### src/rtl/occ_gt_pattern_pkg.sv
// ---------------------------------------------------------------------------
// occ_gt_pattern_pkg
// Shared definitions for the OCC transceiver test pattern (generator and
// checker): comma word / K flags, frame geometry and checker state encoding.
// Frame: one K28.5 comma word followed by 31 incrementing counter words.
// ---------------------------------------------------------------------------
package occ_gt_pattern_pkg;

  localparam logic [15:0] COMMA_WORD    = 16'hBC95;
  localparam logic [1:0]  COMMA_CHARISK = 2'b10;
  localparam int unsigned FRAME_LEN     = 32;
  localparam int unsigned FRAME_LOG2    = $clog2(FRAME_LEN);

  typedef enum logic [1:0] {
    ST_HUNT   = 2'd0,
    ST_SYNC   = 2'd1,
    ST_LOCKED = 2'd2
  } state_t;

  // True when the received word is a clean comma (no code errors).
  function automatic logic is_comma(
    input logic [15:0] data,
    input logic [1:0]  charisk,
    input logic [1:0]  disperr,
    input logic [1:0]  notintable
  );
    return (data == COMMA_WORD) && (charisk == COMMA_CHARISK) &&
           (disperr == 2'b00) && (notintable == 2'b00);
  endfunction

endpackage

### src/rtl/occ_sat_counter.sv
// ---------------------------------------------------------------------------
// occ_sat_counter
// Saturating up-counter with synchronous clear (clear beats increment).
// Ports:
//   clk_i    clock, rising edge
//   rst_n_i  asynchronous active-low reset
//   clear_i  synchronous clear to zero
//   inc_i    increment request; ignored once the count is all-ones
//   cnt_o    current count (registered)
// ---------------------------------------------------------------------------
module occ_sat_counter #(
  parameter int unsigned g_WIDTH = 32
) (
  input  logic               clk_i,
  input  logic               rst_n_i,
  input  logic               clear_i,
  input  logic               inc_i,
  output logic [g_WIDTH-1:0] cnt_o
);

  logic [g_WIDTH-1:0] r_cnt;

  always_ff @(posedge clk_i or negedge rst_n_i) begin
    if (!rst_n_i) begin
      r_cnt <= '0;
    end else if (clear_i) begin
      r_cnt <= '0;
    end else if (inc_i && (r_cnt != '1)) begin
      r_cnt <= r_cnt + 1'b1;
    end
  end

  assign cnt_o = r_cnt;

endmodule

### src/rtl/occ_gt_pattern_check.sv
// ---------------------------------------------------------------------------
// occ_gt_pattern_check
// Receive-side checker for the OCC transceiver test pattern. Acquires frame
// alignment on the comma, tracks the counter, reports lock, per-word error
// pulses and saturating error / checked-word counts.
// Ports:
//   clk_i           transceiver user clock, rising edge
//   rst_n_i         asynchronous active-low reset
//   clear_i         synchronous clear of err_cnt_o / word_cnt_o (FSM unaffected)
//   valid_i         word qualifier; low = word ignored, all state held
//   rxdata_i        received word, [15:8] upper byte
//   rxcharisk_i     K flags, bit 1 pairs with rxdata_i[15:8]
//   rxdisperr_i     disparity error flags
//   rxnotintable_i  not-in-table flags
//   lock_o          pattern locked
//   err_o           one-cycle pulse per bad word while locked
//   err_cnt_o       saturating count of bad words while locked
//   word_cnt_o      saturating count of words checked while locked
// ---------------------------------------------------------------------------
module occ_gt_pattern_check
  import occ_gt_pattern_pkg::*;
#(
  parameter int unsigned g_LOSS_THRESH = 4,
  parameter int unsigned g_CNT_WIDTH   = 32
) (
  input  logic                   clk_i,
  input  logic                   rst_n_i,
  input  logic                   clear_i,
  input  logic                   valid_i,
  input  logic [15:0]            rxdata_i,
  input  logic [1:0]             rxcharisk_i,
  input  logic [1:0]             rxdisperr_i,
  input  logic [1:0]             rxnotintable_i,
  output logic                   lock_o,
  output logic                   err_o,
  output logic [g_CNT_WIDTH-1:0] err_cnt_o,
  output logic [g_CNT_WIDTH-1:0] word_cnt_o
);

  state_t      r_state;
  logic [15:0] r_exp;
  logic [3:0]  r_bad_run;
  logic        r_lock;
  logic        r_err;

  logic w_code_ok;
  logic w_comma;
  logic w_data_ok;
  logic w_slot_comma;
  logic w_good;
  logic w_lock_eval;
  logic w_bad;
  logic w_sync_ok;

  assign w_code_ok    = (rxdisperr_i == 2'b00) && (rxnotintable_i == 2'b00);
  assign w_comma      = is_comma(rxdata_i, rxcharisk_i, rxdisperr_i, rxnotintable_i);
  assign w_data_ok    = (rxcharisk_i == 2'b00) && w_code_ok && (rxdata_i == r_exp);
  // The comma occupies the counter slot whose low frame bits are zero.
  assign w_slot_comma = (r_exp[FRAME_LOG2-1:0] == '0);
  assign w_good       = w_slot_comma ? w_comma : w_data_ok;
  assign w_lock_eval  = valid_i && (r_state == ST_LOCKED);
  assign w_bad        = w_lock_eval && !w_good;
  assign w_sync_ok    = (rxcharisk_i == 2'b00) && w_code_ok &&
                        (rxdata_i[FRAME_LOG2-1:0] == FRAME_LOG2'(1));

  always_ff @(posedge clk_i or negedge rst_n_i) begin
    if (!rst_n_i) begin
      r_state   <= ST_HUNT;
      r_exp     <= '0;
      r_bad_run <= '0;
      r_lock    <= 1'b0;
      r_err     <= 1'b0;
    end else begin
      r_err <= w_bad;
      if (valid_i) begin
        case (r_state)
          ST_HUNT: begin
            if (w_comma) begin
              r_state <= ST_SYNC;
            end
          end
          ST_SYNC: begin
            if (w_sync_ok) begin
              r_exp   <= rxdata_i + 16'd1;
              r_state <= ST_LOCKED;
              r_lock  <= 1'b1;
            end else begin
              r_state <= ST_HUNT;
            end
          end
          ST_LOCKED: begin
            // Expected value advances whatever the outcome so a single
            // corrupted word does not shift the frame.
            r_exp <= r_exp + 16'd1;
            if (w_good) begin
              r_bad_run <= '0;
            end else if (r_bad_run == 4'(g_LOSS_THRESH - 1)) begin
              r_bad_run <= '0;
              r_state   <= ST_HUNT;
              r_lock    <= 1'b0;
            end else begin
              r_bad_run <= r_bad_run + 4'd1;
            end
          end
          default: begin
            r_state   <= ST_HUNT;
            r_bad_run <= '0;
            r_lock    <= 1'b0;
          end
        endcase
      end
    end
  end

  occ_sat_counter #(
    .g_WIDTH (g_CNT_WIDTH)
  ) u_err_cnt (
    .clk_i   (clk_i),
    .rst_n_i (rst_n_i),
    .clear_i (clear_i),
    .inc_i   (w_bad),
    .cnt_o   (err_cnt_o)
  );

  occ_sat_counter #(
    .g_WIDTH (g_CNT_WIDTH)
  ) u_word_cnt (
    .clk_i   (clk_i),
    .rst_n_i (rst_n_i),
    .clear_i (clear_i),
    .inc_i   (w_lock_eval),
    .cnt_o   (word_cnt_o)
  );

  assign lock_o = r_lock;
  assign err_o  = r_err;

endmodule

### config.mk
export PLATFORM = sky130hd
export DESIGN_NAME = occ_gt_pattern_check
export DESIGN_NICKNAME = d
export VERILOG_FILES = /design/src/rtl/occ_gt_pattern_pkg.sv /design/src/rtl/occ_sat_counter.sv /design/src/rtl/occ_gt_pattern_check.sv
export SDC_FILE = /design/constraint.sdc
export NUM_CORES = 1
export LEC_CHECK = 0
export ABC_AREA = 1
export CORE_MARGIN = 1.5
export CORE_UTILIZATION = 40
export CTS_CLUSTER_DIAMETER = 30
export DETAILED_ROUTE_END_ITERATION = 16
export DONT_BUFFER_PORTS = 1
export SLEW_MARGIN = 15
export SYNTH_ARGS = -nofsm -noshare
export SYNTH_HDL_FRONTEND = slang
export SYNTH_SLANG_ARGS = --single-unit
### constraint.sdc
create_clock -name clk_i -period 2.93 [get_ports clk_i]
set_input_delay 0.293 -clock clk_i [delete_from_list [all_inputs] [get_ports clk_i]]
set_output_delay 0.293 -clock clk_i [all_outputs]
set_load 0.1 [all_outputs]
Word level (Yosys, flattened, before mapping)
Index checks and enable logic that the tools add are counted.
{ "word_totals": {"ff_bits": 88, "input_bits": 26, "out_inout_bits": 66, "elab_cells": 71} }
{ "classes": {"n_addsub": 5, "eq_ne": 13, "mux": 19, "bitwise": 2, "n_reduce_logical": 25} }
{ "op_table": {"columns": ["op", "count"], "rows": [
  ["two-way mux 32 bit", 4],
  ["adder 32 x 1 -> 32 bit (second input constant)", 2],
  ["inequality test 32 bit (second input constant)", 2],
  ["adder 16 x 1 -> 16 bit (second input constant)", 2],
  ["one-hot mux 16 bit (2 select lines)", 1],
  ["== test 16 bit", 1],
  ["== test 16 bit (second input constant)", 1],
  ["two-way mux 16 bit", 1],
  ["logical AND 1 bit", 11],
  ["zero test 2 bit", 4],
  ["two-way mux 2 bit", 4],
  ["two-way mux 4 bit", 2],
  ["one-hot mux 4 bit (2 select lines)", 1],
  ["inequality test 2 bit (second input constant)", 3],
  ["one-hot mux 2 bit (3 select lines)", 1],
  ["nonzero test 2 bit", 3],
  ["== test 5 x 1 -> 1 bit (second input constant)", 1],
  ["zero test 5 bit", 1],
  ["AND reduction 5 bit", 1],
  ["adder 4 x 1 -> 4 bit (second input constant)", 1],
  ["== test 2 bit (second input constant)", 2],
  ["== test 4 x 2 -> 1 bit (second input constant)", 1],
  ["two-way mux 1 bit", 4],
  ["AND reduction 4 bit", 1],
  ["other kinds (8)", 9]
]} }

Longest topological paths before layout
Gate-level depths: netlist of run 1.
{ "depth": {"depth_word": 10, "ltp_mapped": 14, "depth_no_buf": 14} }

Hierarchy
A second synthesis of run 1 with hierarchy kept.
{ "unflattened": {"hier_cells": 1029, "hier_area_um2": 6535.0} }
{ "by_module_without_submodules": {"columns": ["mod", "instances", "cells_per_inst", "area_per_inst_um2", "seq_area_each_um2"], "rows": [
  ["occ_sat_counter", 2, 345, 2243.4, 800.8],
  ["occ_gt_pattern_check", 1, 339, 2048.2, 600.6]
]} }

Worst setup path before layout of run 1
No wires, ideal clock.
{ "synth_timing": {"path_kind": "reg2reg", "startpoint": "register u_err_cnt.r_cnt[0] (netlist: u_err_cnt.cnt_o[0])", "endpoint": "register u_err_cnt.r_cnt[29] (netlist: u_err_cnt.cnt_o[29])", "setup_ns": 0.121, "t_arrival_ns": 2.380, "t_required_ns": 2.809, "slack_ns": 0.429, "path_stages_with_launch": 12, "n_path_buf": 1, "synth_period_minus_slack_ns": 2.501, "cell_sequence": "dfrtp_1 -> ha_1 -> nand2_1 -> nor2_2 -> nand2_1 -> nor2_1 -> nand2_1 -> nand4_2 -> nand2_2 -> buf_6 -> nand2_1 -> nand2_1"} }
{ "synth_via": {"elab_chain_len": 3, "elab_cells_between_ends": 6, "cone_classes": "1 x add/sub; 1 x eq/ne; 2 x mux; 2 x reduce/logical"} }
{ "synth_rtl": {"columns": ["element", "line", "text"], "rows": [
  ["from (decl)", "occ_sat_counter.sv:21", "logic [g_WIDTH-1:0] r_cnt;"],
  ["from (signal assigned)", "occ_sat_counter.sv:29", "r_cnt <= r_cnt + 1'b1;"],
  ["adder 32 x 1 -> 32 bit / inequality test 32 bit (equally long branches)", "occ_sat_counter.sv:29, occ_sat_counter.sv:28", null],
  ["two-way mux 32 bit / logical AND 1 bit (equally long branches)", "occ_sat_counter.sv:28", "end else if (inc_i && (r_cnt != '1)) begin"],
  ["two-way mux 32 bit / nonzero test 2 bit (equally long branches)", null, null]
]} }
Several ways; a longest one is shown, not always the timed one. The select of a mux whose other input is x is not followed.
A chain may end at the register's enable or synchronous reset.

Final worst setup path of run 1
{ "layout_timing": {"startpoint": "register u_err_cnt.r_cnt[0] (netlist: u_err_cnt.cnt_o[0])", "endpoint": "register u_err_cnt.r_cnt[0] (netlist: u_err_cnt.cnt_o[0])"} }
Same word-level chain as after synthesis.

==> results of run 1 <==
==> area by class of cell <==
cell class              instances  area [um^2]
fillers                      1703         8417
multi-input cells             758         3601
flip-flops and latches         88         2202
repair buffers                 72        563.0
inverters                     109        409.1
well taps                     216        270.3
clock buffers                  10        239.0
clock inverters                 6        68.82
==> kinds of logic (layout without fill, tap and decap cells) <==
logic type	count (synthesis)	count (layout)
and+or+nand+nor	636	636
buffers and inverters	137	197
DFF	88	88
AOI/OAI and AO/OA	74	74
xor gates and xnor gates	44	44
adders and majority gates	4	4
==> power by group through the flow <==
stage                     clock (W)  sequential [W]  combinational, W
after global routing        0.00129         0.00157           0.00188
final                       0.00121         0.00155           0.00168
after floorplan                   0         0.00169           0.00127
after CTS                   0.00124         0.00155           0.00168
after detailed placement          0         0.00157           0.00164
after global placement            0         0.00157           0.00163
==> through the flow <==
stage / instances / util (%) / hold slack (ns) / setup WS [ns] / area, um^2
CTS: 1259 / 46.63 / 0.03978 / 0.4347 / 7353
floorplan: 983 / - / -0.002591 / 0.4288 / 6405
finish: 1259 / 46.63 / 0.05415 / 0.4351 / 7353
global placement: 1241 / 44.44 / 0.004065 / 0.5746 / 7008
detailed placement: 1241 / 44.44 / 0.003937 / 0.4524 / 7008
global route: 1259 / 46.63 / 0.03533 / 0.2009 / 7353
==> layer usage <==
| layer | GRT usage (%) | vias to the layer above | share of wire (%) |
|---|---|---|---|
| met4 | 8.954 | 0 | 2.5 |
| met2 | 35.29 | 169 | 45 |
| met3 | 4.913 | 29 | 6.7 |
| met1 | 30.81 | 2852 | 45 |
| met5 | 0 | - | 0 |
| li1 | - | 3226 | - |
==> timing repair <==
| item | 4_1_cts | 5_1_grt |
|---|---|---|
| hold buffers | 2 | 0 |
| endpoints found under the hold margin | 88 | 0 |
| gates resized for setup | 0 | 0 |
==> path summary, 6_finish.rpt <==
kind / from / to / slack [ns]
worst max-delay path: u_err_cnt.cnt_o[0] / u_err_cnt.cnt_o[0] / 0.44
worst min-delay path: clear_i / u_word_cnt.cnt_o[6] / 0.05
worst max register to register: u_err_cnt.cnt_o[0] / u_err_cnt.cnt_o[0] / 0.44
worst min register to register: r_bad_run[1] / r_bad_run[1] / 0.52
max in group asynchronous: rst_n_i / u_err_cnt.cnt_o[15] / 2.04
min in group asynchronous: rst_n_i / r_exp[10] / 0.54
==> critical path, stage by stage (launching register included) <==
cell and delay [ns]:
dfrtp_1 0.38, ha_1 0.25, nand2_1 0.11, nor2_2 0.06, nand2_1 0.11, nor2_1 0.09, nand2_1 0.08, nand4_2 0.43
nand2_2 0.69, nand2_1 0.12, nand2_1 0.09
==> layout by cell type, fill, tap and decap left out, types with 5 or more instances in the layout <==
master	Yosys	final
nor3_1	34	34
o21ai_0	34	34
nor2_1	129	129
a21oi_1	7	7
nand2_2	7	7
dfrtp_1	88	88
buf_4	3	70
inv_1	103	102
nand2_1	335	335
inv_2	5	6
o21ai_1	19	19
o21ai_2	5	5
xnor2_1	11	11
nor2_2	8	8
xor2_1	33	33
nand3_1	80	80
clkbuf_16	0	9
nand4_1	27	27
==> sequential cells by signal (all words and copies together), names as in the netlist <==
| name | flops |
|---|---|
| u_err_cnt.cnt_o | 32 |
| lock_o | 1 |
| err_o | 1 |
| u_word_cnt.cnt_o | 32 |
| r_exp | 16 |
| r_state | 2 |
| r_bad_run | 4 |
==> metrics.yaml, run 1 <==
numCtsBuffers: 9
detail-route-antenna-nets: 0
dieArea_um2: 16780
coreArea_um2: 15770
fin_tns_setup_ns: 0
crit_required_ns: 3.22
cts.path.max_buffers: 2
netlist_instances: 983
p_sw_w: 0.001907
postSynthAreaPerCell_um2: 6.516
gp_congestion: 0.8994
first_pass_iters: 5
drive_gt1_share_pct: 12.08
synth_edf_count: 0
port-buffer-count: 0
netlist_area_um2: 6405
synth_fp_nets: 1013
drv_slew: 0
synth_top_family_by_area: "simple AND/OR/NAND/NOR gates"
synth-adder-area-share_pct: 0.7814
antenna_found_initial: 0
grt_max_degree: 89
start_util_pct: 40.61
cts.htree.levels: 3
cp-end-kind: "flop"
ys_seq_area_share_pct: 34.38
vias_per_cell: 4.985
hold_path_class: "input pin to flop"
root_buffer: "clkbuf_16"
cts_sinks: 88
power_frac_clock_pct: 27.3
power_density_nw_per_um2: 603.9
chipHeight_um: 129.5
area_delta_synth_final_pct: 14.81
wl_per_cell_um: 14.47
fin_nets: 1068
crit_type: "flop to flop"
track_usage_pct: 22.69
synth-seq-cells: 88
antenna_cells: 0
vias: 6276
die_x_um: 129.5
ys_warn_count: 0
r2r.worst_path.cells: 10
drcViolationCount: 0
crit_arrival_ns: 2.78
synthFlopType: "dfrtp_1"
synth_compound_area_share_pct: 6.798
power_frac_comb_pct: 37.8
core.rowCount: 46
p_sw_share_pct: 42.95
clock_latency_ns: 0.36
rsz0062_at_grt: "false"
grt_overflow: 0
pwr-share-seq_pct: 34.9
cts_setup_buffers: 0
grt_pass1_wl_um: 29770
layout_worst_path_cycle_share_pct: 85.15
fin_skew_ns: 0.01372
io_pins: 92
drt_iter0_drc: 483
worst_pin_slew_ns: 0.9644
synth_area_leader_cell: "dfrtp_1"
slew_headroom_pct: 35.71
wl_um: 18220
synth_most_common_cell: "nand2_1"
min_path_cells: 1
ys_types: 38
synthArstFlopShare_pct: 100.0
timing.fmax_mhz: 400.8
synth-xor-area-share_pct: 6.017
hold_viol: 0
maxCapViolations: 0
status: "completed"
clkSlewWorstSetupHoldPaths_ns: 0.07
ys_top_cells_by_count: "nand2_1 (335), nor2_1 (129), inv_1 (103), dfrtp_1 (88), nand3_1 (80)"
setup_viol: 0
cts_tree: "done"
start_kind: "flop"
fin_crit_ns: 2.495
synth.mux.area_fraction_pct: 0
synthTopCellsByArea: "dfrtp_1 (34%), nand2_1 (20%), nor2_1 (7.6%)"
power.total_w: 0.004441
synthSimpleGateAreaFrac_pct: 42.63
grt_pass1_vias: 5841
ir_drop_v: 0.0004329
worstPathMaxFanout: 32
dp_hpwl_um: 13550
p_leak_nw: 3.445
internal-power_w: 0.002533
synth_top_area_share_pct: 34.38
Power figures use the tool's default switching activity.
==> inputs of run 2 (changes only) <==
--- a/config.mk
+++ b/config.mk
@@ -6,6 +6,7 @@
 export NUM_CORES = 1
 export LEC_CHECK = 0
 export ABC_AREA = 1
+export CORE_ASPECT_RATIO = 2
 export CORE_MARGIN = 1.5
 export CORE_UTILIZATION = 40
 export CTS_CLUSTER_DIAMETER = 30
==> run 2 against run 1 <==
- cell count shrank 1.3%
- combinational power is essentially flat
- final area shrank 0.34%
- routed wire length grew 11%
- first-iteration DRC count shrank 51%
- die area grew 0.27%
- critical path depth is the same
- via count grew 1.8%
- sequential share of layout area grew 0.10 points
- setup slack gained 0.16 ns
- clock power is essentially flat
- global-route usage grew 2.6 points
- largest power group unchanged
==> metrics.yaml, run 2 (synthesis gave the netlist of run 1 again) <==
fin_crit_ns: 2.333  # -0.1615 ns
grt_max_degree: 89  # unchanged
coreArea_um2: 15700  # -0.47%
crit_arrival_ns: 2.57  # -0.21 ns
grt-busiest-layer: "met2"
clkSlewWorstSetupHoldPaths_ns: 0.07  # about the same
vias: 6389  # +1.8%
cts_sinks: 88  # unchanged
cts_tree: "done"
internal-power_w: 0.002551  # +0.71%
cts.htree.levels: 3  # unchanged
root_buffer: "clkbuf_16"
grt_overflow: 0  # unchanged
grt_pass1_wl_um: 32800  # +10%
hold_viol: 0  # unchanged
timing.fmax_mhz: 428.6  # +6.9%
fin_skew_ns: 0.01031  # -0.003407 ns
gp_congestion: 0.9814  # +9.1%
use_met1_pct: 24.18  # -6.6 points
final_common_cell: "nand2_1"
p_sw_share_pct: 42.73  # -0.22 points
worstPathMaxFanout: 35  # +9.4%
fin_nets: 1067  # -0.094%
chipHeight_um: 182.0  # +40%
met3_usage_pct: 4.606  # -0.31 points
numCtsBuffers: 9  # unchanged
grt_pass1_vias: 6486  # +11%
core.rowCount: 65  # +41%
cp-end-kind: "flop"
dp_hpwl_um: 15330  # +13%
worst_pin_slew_ns: 0.9305  # -0.03382 ns
regArea_um2: 2202  # unchanged
drv_slew: 0  # unchanged
setup_viol: 0  # unchanged
antenna_found_initial: 0  # unchanged
power_density_nw_per_um2: 607.9  # +0.67%
wl_per_cell_um: 16.28  # +12%
hold_ws_ns: 0.04611  # -0.008036 ns
rsz0062_at_grt: "false"
power_frac_clock_pct: 27.3  # about the same
first_pass_iters: 4  # -1
wl_um: 20240  # +11%
crit_type: "flop to flop"
fin_tns_setup_ns: 0  # unchanged
p_leak_nw: 3.445  # about the same
power_frac_comb_pct: 37.8  # about the same
clock_latency_ns: 0.35  # about the same
use_met2_pct: 47.74  # +12 points
layout_worst_path_cycle_share_pct: 79.64  # -5.5 points
drcViolationCount: 0  # unchanged
start_kind: "flop"
design_area_um2: 7328  # -0.34%
hold_path_class: "input pin to flop"
place_area_um2: 6982  # -0.37%
slew_headroom_pct: 37.96  # +2.3 points
detail-route-antenna-nets: 0  # unchanged
drt_iter0_drc: 236  # -51%
vias_per_cell: 5.140  # +3.1%
fillers: 1657  # -2.7%
drive_gt1_share_pct: 11.90  # -0.18 points
io_pins: 92  # unchanged
multi_input_area_um2: 3601  # unchanged
crit_required_ns: 3.16  # -0.06 ns
start_util_pct: 40.81  # +0.19 points
dieArea_um2: 16830  # +0.27%
pwr-share-seq_pct: 34.9  # about the same
ir_drop_v: 0.0004707  # +8.7%
die_x_um: 92.48  # -29%
layout.cells.most_common_list: "nand2_1 (335), nor2_1 (129), inv_1 (102)"
track_usage_pct: 25.33  # +2.6 points
cts_setup_buffers: 0  # unchanged
area_delta_synth_final_pct: 14.42
p_sw_w: 0.001904  # -0.19%
maxCapViolations: 0  # unchanged
status: "completed"
port-buffer-count: 0  # unchanged
antenna_cells: 0  # unchanged
cts.path.max_buffers: 2  # unchanged
==> run 2: cell types whose count changed in the layout (fill, tap and decap cells not counted) <==
| cell | before | now |
|---|---|---|
| clkinvlp_4 | 4 | 3 |
| clkinv_4 | 1 | 0 |
| buf_4 | 70 | 69 |
| clkbuf_8 | 1 | 2 |
| clkbuf_1 | 0 | 1 |
==> run 2: power by group through the flow <==
stage | sequential, W | clock, W | combinational [W]
final | 0.00156 | 0.00121 | 0.00169
after global routing | 0.00158 | 0.00129 | 0.00190
after CTS | 0.00156 | 0.00124 | 0.00169
after detailed placement | 0.00158 | 0 | 0.00165
after global placement | 0.00157 | 0 | 0.00163
after floorplan | 0.00169 | 0 | 0.00127
==> run 2: cell type report <==
cell class,instances,area share [%]
clock inverters,4,0.7171
flip-flops and latches,88,30.05
multi-input cells,758,49.14
inverters,109,5.583
clock buffers,12,3.500
well taps,201,3.432
repair buffers,71,7.581
==> run 2: through the flow <==
stage                     std cells  worst slack, ns  utilization (%)  total power, W
after floorplan                 983           0.4288                -        0.002963
after global placement         1225           0.6431            44.48        0.003207
after detailed placement       1225           0.6052            44.48        0.003228
after CTS                      1243           0.5810            46.69        0.004488
after global routing           1243           0.3515            46.69        0.004766
final                          1243           0.5966            46.69        0.004455
==> run 2: layer usage <==
layer	vias to the layer above	wire length, um
met3	61	955
met5	-	0
met2	176	11140
met1	2926	6899
met4	0	1244
li1	3226	-
==> run 2: critical path, stage by stage (launching register included) <==
cell and delay [ns]:
dfrtp_1 0.43, inv_2 0.11, nand2_4 0.24, o21ai_1 0.33
ha_1 0.22, inv_1 0.10, nor3_2 0.36, nand3_1 0.14
xor2_1 0.16, nand2_1 0.06, nand2_1 0.04
==> run 2: final timing paths <==
check / start / end / slack [ns] / depth (start not counted)
max: r_state[0] / r_exp[12] / 0.60 / 10
min: clear_i / u_word_cnt.cnt_o[4] / 0.05 / 1
max reg2reg: r_state[0] / r_exp[12] / 0.60 / 10
min reg2reg: r_bad_run[1] / r_bad_run[1] / 0.53 / 2
max in group asynchronous: rst_n_i / r_exp[15] / 1.98 / 2
min in group asynchronous: rst_n_i / r_exp[4] / 0.52 / 2
==> run 2: repair_timing <==
| item | CTS | global route |
|---|---|---|
| resized for setup | 0 | 0 |
| endpoints found under the hold margin | 88 | 0 |
| hold buffers | 2 | 0 |
==> inputs of run 3 (changes only) <==
==> constraint.sdc (replaced) <==
create_clock -name clk_i -period 2.01 [get_ports clk_i]
set_input_delay 0.201 -clock clk_i [delete_from_list [all_inputs] [get_ports clk_i]]
set_output_delay 0.201 -clock clk_i [all_outputs]
set_load 0.1 [all_outputs]
==> run 3 against run 2 <==
- the run now ends with hold timing left
- count of clock-buffer cells in the layout is 1 lower
- via count up 1.8%
- combinational power is 60% higher
- setup slack lost 0.44 ns
- clock skew up 0.0033 ns
- register-to-register slack lost 0.44 ns
- sequential power grew 44%
- flip-flop and latch count stayed put
- highest routed layer unchanged
==> metrics.yaml, run 3 (synthesis gave the netlist of run 1 again) <==
status: "finished, violations left"
violations: "hold timing"
fillers: 1647  # -0.60%
rsz0062_at_grt: "true"
p_leak_nw: 3.505  # +1.7%
timing.fmax_mhz: 538.4  # +26%
vias: 6507  # +1.8%
cp-end-kind: "flop"
gp_congestion: 0.9655  # -1.6%
wl_um: 20210  # -0.14%
fin_skew_ns: 0.01363  # +0.003324 ns
drive_gt1_share_pct: 21.08  # +9.2 points
hold_viol: 88  # +88
dp_cells: 1260  # +2.9%
fin_nets: 1102  # +3.3%
coreArea_um2: 15700  # unchanged
power_density_nw_per_um2: 855.6  # +41%
use_met2_pct: 47.53  # -0.21 points
vias_per_cell: 5.092  # -0.94%
chipHeight_um: 182.0  # unchanged
antenna_found_initial: 0  # unchanged
clock_latency_ns: 0.34  # about the same
root_buffer: "clkbuf_16"
cts_hold_buf: 2  # unchanged
clkSlewWorstSetupHoldPaths_ns: 0.07  # about the same
r2r_slack_ns: 0.15  # -0.44 ns
final_cells: 1278  # +2.8%
maxCapViolations: 0  # unchanged
drt_iter0_drc: 229  # -3.0%
met3_usage_pct: 4.690  # +0.084 points
start_kind: "flop"
cts.path.max_buffers: 2  # unchanged
dp_hpwl_um: 15650  # +2.1%
grt-busiest-layer: "met2"
detail-route-antenna-nets: 0  # unchanged
crit_required_ns: 2.28  # -0.88 ns
fin_crit_ns: 1.857  # -0.4761 ns
layout.cells.most_common_list: "nand2_1 (334), nor2_1 (129), inv_1 (101)"
use_met1_pct: 23.83  # -0.36 points
regArea_um2: 2291  # +4.0%
core.rowCount: 65  # unchanged
cts.htree.levels: 3  # unchanged
drcViolationCount: 0  # unchanged
start_util_pct: 40.81  # unchanged
hold_path_class: "input pin to async pin"
final_common_cell: "nand2_1"
worst_pin_slew_ns: 0.5457  # -0.3848 ns
worstPathMaxFanout: 8  # -77%
ir_drop_v: 0.0004120  # -12%
cts_sinks: 88  # unchanged
antenna_cells: 0  # unchanged
multi_input_area_um2: 3636  # +0.97%
crit_arrival_ns: 2.13  # -0.44 ns
layout_worst_path_cycle_share_pct: 92.40  # +13 points
grt_max_degree: 89  # unchanged
cts_tree: "done"
crit_type: "flop to flop"
grt_pass1_vias: 6690  # +3.1%
dieArea_um2: 16830  # unchanged
power.total_w: 0.006611  # +48%
setup_viol: 0  # unchanged
port-buffer-count: 0  # unchanged
io_pins: 92  # unchanged
die_x_um: 92.48  # unchanged
drv_slew: 0  # unchanged
grt_overflow: 0  # unchanged
grt_pass1_wl_um: 32850  # +0.17%
first_pass_iters: 4  # unchanged
hold_ws_ns: -0.4448  # -0.4909 ns
area_delta_synth_final_pct: 20.63
wl_per_cell_um: 15.82  # -2.9%
numCtsBuffers: 9  # unchanged
slew_headroom_pct: 63.57  # +26 points
track_usage_pct: 25.10  # -0.23 points
run 3: changes by cell type in the layout (fill, tap and decap cells not counted), sizes merged:
cell / change
inv: +1
clkinvlp: +1
dlygate4sd3: +1
buf: +34
clkbuf: -1
bufinv: -1
run 3: path summary, 6_finish.rpt:
kind | depth (start not counted) | endpoint | from
setup / recovery | 11 | r_exp[10] | r_state[0]
hold / removal | 0 | u_err_cnt.cnt_o[2] | rst_n_i
setup reg to reg | 11 | r_exp[10] | r_state[0]
hold reg to reg | 2 | lock_o | lock_o
max in group asynchronous | 0 | u_err_cnt.cnt_o[29] | rst_n_i
min in group clk_i | 3 | u_err_cnt.cnt_o[1] | clear_i
run 3: timing repair:
action	in CTS	in global routing
setup endpoints to repair	0	23
resized for setup	0	6
endpoints found under the hold margin	93	88
setup buffers	0	0
run 3: per-layer routing:
layer / up-vias / wire length [um]
met5: - / 0
met4: 0 / 1243
met3: 64 / 787
met2: 150 / 11150
met1: 2994 / 7035
li1: 3299 / -
run 3: per-stage QoR:
step / util [%] / cell area (um^2) / setup TNS [ns] / worst slack (ns) / hold slack [ns]
5_1_grt: 49.22 / 7726 / -0.01525 / -0.008381 / -0.4615
6_report: 49.22 / 7726 / 0 / 0.1527 / -0.4448
3_5_place_dp: 47.12 / 7396 / 0 / 0.09219 / -0.08938
2_1_floorplan: - / 6519 / 0 / 0.007017 / -0.09459
3_3_place_gp: 47.12 / 7396 / 0 / 0.1150 / -0.08957
4_1_cts: 49.11 / 7709 / 0 / 0.05559 / -0.4558
run 3: critical path, cell delays in order (launching register included):
cell and delay (ns):
dfrtp_1 0.39, inv_2 0.09, nand2_4 0.10, o21ai_1 0.18
ha_1 0.19, inv_1 0.06, nor3_2 0.28, buf_4 0.18
nand2_1 0.06, o21ai_1 0.13, nand3_1 0.08, o21ai_1 0.07
run 3: layout make-up:
type | instances | area share, %
timing repair buffer | 106 | 10.90
multi-input combinational | 758 | 47.06
tap | 201 | 3.255
clock buffer | 11 | 3.271
inverter | 109 | 5.344
sequential | 88 | 29.65
clock inverter | 5 | 0.5182
run 3: where the power goes:
| group | total [W] | leakage (nW) | switching [W] | internal (W) |
|---|---|---|---|---|
| combinational | 0.00270 | 2.28 | 0.00184 | 0.000859 |
| clock | 0.00167 | 0.134 | 0.000760 | 0.000914 |
| sequential | 0.00224 | 1.09 | 0.000209 | 0.00203 |
